**src/rtl/pipe_if_fetch_queue.sv**
```systemverilog
// ---------------------------------------------------------------------------
// pipe_if_fetch_queue
//
// Instruction-fetch stage for the dynamic pipeline CPU. It owns the fetch PC,
// requests instructions from memory over a req/ack handshake, and buffers
// the returned {pc, inst} pairs in a DEPTH-entry circular queue. An ID-stage
// stall therefore does not stall instruction memory until the queue fills.
// A redirect (branch, jr, jump or exception vector) flushes the queue and
// reloads the fetch PC in a single cycle.
//
// Parameters
//   WIDTH     address / PC width in bits
//   DEPTH     fetch queue entries (power of two, >= 2)
//   RESET_PC  fetch PC after reset
//
// Ports
//   clock       sole clock, rising edge
//   reset       synchronous active-high reset
//   pcsource    redirect select: 000 seq, 001 bpc, 010 rpc, 011 jpc,
//               100 cpc, 101..111 behave as 000
//   bpc/rpc/jpc/cpc  redirect targets (low two bits ignored)
//   imem_req    fetch request valid
//   imem_addr   fetch address (the current fetch PC)
//   imem_ack    memory returns imem_rdata this cycle
//   imem_rdata  fetched instruction
//   id_ready    ID accepts the queue head this cycle
//   if_valid    queue head valid
//   inst        head instruction (0 when empty)
//   pc          head instruction address (0 when empty)
//   pc4         pc + 4 modulo 2^WIDTH (0 when empty)
// ---------------------------------------------------------------------------
module pipe_if_fetch_queue #(
    parameter int               WIDTH    = 32,
    parameter int               DEPTH    = 4,
    parameter logic [WIDTH-1:0] RESET_PC = '0
) (
    input  logic             clock,
    input  logic             reset,
    input  logic [2:0]       pcsource,
    input  logic [WIDTH-1:0] bpc,
    input  logic [WIDTH-1:0] rpc,
    input  logic [WIDTH-1:0] jpc,
    input  logic [WIDTH-1:0] cpc,
    output logic             imem_req,
    output logic [WIDTH-1:0] imem_addr,
    input  logic             imem_ack,
    input  logic [31:0]      imem_rdata,
    input  logic             id_ready,
    output logic             if_valid,
    output logic [31:0]      inst,
    output logic [WIDTH-1:0] pc,
    output logic [WIDTH-1:0] pc4
);

    localparam int PTR_W = $clog2(DEPTH);
    localparam int CNT_W = PTR_W + 1;

    // Redirect select encodings.
    localparam logic [2:0] SEL_SEQ    = 3'b000;
    localparam logic [2:0] SEL_BRANCH = 3'b001;
    localparam logic [2:0] SEL_REG    = 3'b010;
    localparam logic [2:0] SEL_JUMP   = 3'b011;
    localparam logic [2:0] SEL_EXC    = 3'b100;

    localparam logic [CNT_W-1:0] CNT_FULL = CNT_W'(DEPTH);
    localparam logic [WIDTH-1:0] PC_STEP  = WIDTH'(4);

    // -----------------------------------------------------------------------
    // State
    // -----------------------------------------------------------------------
    logic [WIDTH-1:0] fetch_pc;
    logic [PTR_W-1:0] wr_ptr;
    logic [PTR_W-1:0] rd_ptr;
    logic [CNT_W-1:0] count;

    logic [WIDTH-1:0] q_pc   [DEPTH];
    logic [31:0]      q_inst [DEPTH];

    // -----------------------------------------------------------------------
    // Redirect target selection
    // -----------------------------------------------------------------------
    logic             redirect;
    logic [WIDTH-1:0] target_raw;
    logic [WIDTH-1:0] target;

    // NOTE: every signal assigned in always_comb gets a default first, so no
    // path through the case leaves it unassigned and no latch is inferred.
    always_comb begin
        redirect   = 1'b0;
        target_raw = '0;
        case (pcsource)
            SEL_BRANCH: begin redirect = 1'b1; target_raw = bpc; end
            SEL_REG:    begin redirect = 1'b1; target_raw = rpc; end
            SEL_JUMP:   begin redirect = 1'b1; target_raw = jpc; end
            SEL_EXC:    begin redirect = 1'b1; target_raw = cpc; end
            SEL_SEQ:    ;
            default:    ;  // 101..111 fall back to sequential fetch
        endcase
    end

    // Instructions are word aligned; the low two bits of a target are dropped.
    assign target = {target_raw[WIDTH-1:2], 2'b00};

    // -----------------------------------------------------------------------
    // Handshake and queue control
    // -----------------------------------------------------------------------
    logic full;
    logic push;
    logic pop;

    assign full = (count == CNT_FULL);

    // A full queue blocks the request even if ID pops this cycle; the
    // request comes back the cycle after the pop lands.
    assign imem_req  = !redirect && !full;
    assign imem_addr = fetch_pc;

    // imem_ack is only meaningful while a request is outstanding.
    assign push = imem_req && imem_ack;

    // A redirect squashes the head, so nothing is popped that cycle.
    assign pop  = if_valid && id_ready && !redirect;

    // NOTE: sequential state uses non-blocking assignments so every register
    // samples the pre-edge values of its neighbours regardless of order.
    always_ff @(posedge clock) begin
        if (reset) begin
            fetch_pc <= RESET_PC;
            wr_ptr   <= '0;
            rd_ptr   <= '0;
            count    <= '0;
        end else if (redirect) begin
            fetch_pc <= target;
            wr_ptr   <= '0;
            rd_ptr   <= '0;
            count    <= '0;
        end else begin
            if (push) begin
                fetch_pc <= fetch_pc + PC_STEP;
                wr_ptr   <= wr_ptr + 1'b1;  // wraps modulo DEPTH
            end
            if (pop) begin
                rd_ptr <= rd_ptr + 1'b1;
            end
            case ({push, pop})
                2'b10:   count <= count + 1'b1;
                2'b01:   count <= count - 1'b1;
                default: ;  // idle, or push and pop together
            endcase
        end
    end

    // NOTE: the queue storage is deliberately not reset; count gates every
    // read, so stale entries are never observed and the array stays plain RAM.
    always_ff @(posedge clock) begin
        if (push && !redirect && !reset) begin
            q_pc[wr_ptr]   <= fetch_pc;
            q_inst[wr_ptr] <= imem_rdata;
        end
    end

    // -----------------------------------------------------------------------
    // Head presentation: an empty queue shows an all-zero bubble (a nop).
    // There is no bypass from imem_rdata, so an ack reaches ID one cycle later.
    // -----------------------------------------------------------------------
    logic [WIDTH-1:0] head_pc;
    logic [31:0]      head_inst;

    assign head_pc   = q_pc[rd_ptr];
    assign head_inst = q_inst[rd_ptr];

    assign if_valid = (count != '0);
    assign inst     = if_valid ? head_inst : 32'h0;
    assign pc       = if_valid ? head_pc : '0;
    assign pc4      = if_valid ? (head_pc + PC_STEP) : '0;

endmodule

```
**config.mk**
```make
export PLATFORM = sky130hd
export DESIGN_NAME = pipe_if_fetch_queue
export DESIGN_NICKNAME = d
export VERILOG_FILES = /design/src/rtl/pipe_if_fetch_queue.sv
export SDC_FILE = /design/constraint.sdc
export NUM_CORES = 1
export LEC_CHECK = 0
export ABC_AREA = 1
export CAP_MARGIN = 20
export CORE_MARGIN = 2
export CORE_UTILIZATION = 30
export DETAILED_ROUTE_END_ITERATION = 10
export PLACE_DENSITY = 0.49
export SETUP_SLACK_MARGIN = 0.02
export SYNTH_ARGS = -nofsm -noshare
export SYNTH_HDL_FRONTEND = slang
export SYNTH_SLANG_ARGS = --single-unit
```
**constraint.sdc**
```tcl
create_clock -name clock -period 5.3 [get_ports clock]
set_input_delay 0.53 -clock clock [delete_from_list [all_inputs] [get_ports clock]]
set_output_delay 0.53 -clock clock [all_outputs]
set_load 0.1 [all_outputs]
```
==> results.cfg <==
[synthesis]
yosysWarnings = 0
yosysUniqueCellTypes = 42
synth.most_common_cell = nand2_1
synth_xor_area_frac = 0.0133
synth_compound_area_frac = 0.0781
netlist_top_cells_count = nand2_1, nor2_1, edfxtp_1
synthSimpleGateAreaFrac = 0.279
ys_ff_latch = 287
synthAdderAreaFrac = 0.00741
syn_inst = 1700
synth_top_family_by_area = simple AND/OR/NAND/NOR gates
syn_area_per_cell_um2 = 8.54
synth_area_leader_cell = edfxtp_1
ys.flop_type = edfxtp_1
seq_area_frac_synth = 0.567
synthMuxAreaShare = 0
synth.area.top_cells = edfxtp_1, nand2_1, nor2_1, dfxtp_1, o21ai_0
netlist.area_leader.share = 0.513
synth-edff-count = 248
async_flop_share = 0
syn_area_um2 = 14500

[setup_path]
ff2ff_setup_slack_ns = 2.50
regToRegStartpoint = count[2]
r2r_end = count[1]
start_kind = flop
path_class = reg -> out
cp.arrival_ns = 3.79
required_ns = 4.77
cp_max_fo = 45
ff2ff_path_depth = 11
endpoint_kind = output port

[min_path]
holdPathStages = 2
min_from = count[0]
min_to = count[0]
worstHoldPathType = reg -> reg

[outcome]
status = completed

[floorplan]
initial_utilization = 0.304
die_w_um = 224
rows = 80
die-area_um2 = 50200
coreArea_um2 = 47700
ios = 297
die_y_um = 224

[cts]
cts_sinks = 287
cts_root_buffer = clkbuf_16
cts_buffers = 34
clk_pin_slew_ns = 0.05
clockBufferDepth = 3
tritoncts = yes
htreeDepth = 2
hold_buffers = 0
cts.repair.resized = 0
worstSkewPairLatency_ns = 0.54
cts_setup_buffers = 0

[sta]
period_needed_ns = 4.32
drv_slew = 0
fin_skew_ns = 0.0257
fin_setup_tns_ns = 0
slew-limit-headroom = 0.289
worstMarginPinSlew_ns = 1.06
hold_viol_final = 0
finalSetupViolCount = 0
period_share = 0.815
rsz0062_at_grt = false
fmax_mhz = 231

[route]
antenna_left = 0
met3_length_um = 2920
met1_length_um = 20100
top_layer = met4
dr_wl_met2_um = 21300
vias = 12390
drc = 0
routed_via_density = 4.78
drt_pre_antenna_iters = 5
avgRoutedWirePerCell_um = 17.7
drtIter0Drc = 932
wirelength_um = 45800

[grt]
grt_pass1_wl_um = 68400
globalRouteOverflowTotal = 0
track_usage = 0.179
grt_max_degree = 83
grt_pass1_vias = 11822
antenna_found_initial = 1

[pwr]
vdd_drop_max_mv = 0.149
power_leakage_nw = 7.10
power.density_nw_per_um2 = 316
total_power_mw = 5.97

[layout]
n_antenna_cell = 0
fin_nets = 2129
areaGrowthSynthToFinish_pct = 30.0
drive_gt1_frac = 0.0729

[placement]
dpl.hpwl_um = 30900
gp_congestion = 0.855
port_buffers = 282

[flow_run]
drv_cap = 0
[worst max-delay path by stage]
stage	startpoint	endpoint	cells after the start
6_report	flop	pc4[12]	13
3_5_place_dp	pcsource[0]	count[2]	14
3_3_place_gp	pcsource[0]	count[2]	14
5_1_grt	flop	pc4[12]	13
2_1_floorplan	pcsource[2]	q_inst[0][0]	9
4_1_cts	flop	pc4[12]	13
[metrics by stage]
stage	area (um^2)	hold slack [ns]	std cells	setup WS, ns	utilization
finish	18900	0.513	2591	0.978	0.395
global route	18900	0.539	2591	0.721	0.395
CTS	18900	0.516	2591	0.898	0.395
detailed placement	17800	0.506	2533	1.39	0.374
global placement	17800	0.488	2531	1.33	0.373
floorplan	14500	0.465	1705	0.957	-
[placed cells by master, fill, tap and decap left out, types with 4 or more instances in the layout]
master           netlist  routed
nand2_1              516     516
nor2_1               302     296
clkdlybuf4s50_1        0     250
edfxtp_1             248     248
o21ai_0              107     107
nand3_1               90      90
a21oi_1               85      85
inv_1                 80      80
buf_4                 14      44
dfxtp_1               39      37
clkbuf_16              0      35
nand4_1               32      32
xor2_1                18      18
nor3_1                17      16
nor2_2                13      15
nand2_2               14      14
ha_1                   7       7
clkbuf_1              23       7
nor2_4                 2       6
a22o_1                 6       6
clkinv_1               1       6
conb_1                 1       6
inv_2                  5       5
xnor2_1                4       4
o211ai_1               4       4
clkinv_2               0       4
buf_12                 0       4
[final cells by class]
class	count	area, um^2
clock buffers	43	916
clock inverters	15	131
fillers	4770	28900
inverters	87	332
multi-input cells	1244	5560
flip-flops and latches	287	8230
well taps	615	769
repair buffers	300	2940
[logic make-up after synthesis]
logic type	count (synthesis)
AOI/OAI and AO/OA	214
adders and majority gates	8
buffers and inverters	174
other	1
DFF	287
and+or+nand+nor	994
xor gates and xnor gates	22
[report_power, final]
| group | switching [mW] | internal (mW) | total [mW] |
|---|---|---|---|
| registers | 0.0935 | 2.53 | 2.63 |
| logic | 0.815 | 0.308 | 1.12 |
| clock network | 0.900 | 1.32 | 2.22 |
[state kept, by name, indices dropped and copies added (netlist names), named ones only]
name,count
wr_ptr,2
rd_ptr,2
count,3
q_inst,128
imem_addr,30
q_pc,120
[per-layer routing]
layer | GRT usage | vias to the layer above
met3 | 0.0378 | 80
met4 | 0.0686 | 0
met1 | 0.230 | 5756
met2 | 0.296 | 396
li1 | - | 6158
met5 | 0 | -
[worst max-delay path, cell delays in order (launching register included)]
cell,delay (ns)
dfxtp_4,0.65
buf_4,0.54
nand2_1,0.13
nand2_1,0.10
nand2_1,0.07
nand2_2,0.11
ha_1,0.17
nand3_1,0.11
nor2_2,0.14
nand2_1,0.21
nor2_2,0.27
o21ai_0,0.11
a21oi_1,0.26
buf_4,0.35
(Power assumes the default switching activity.)
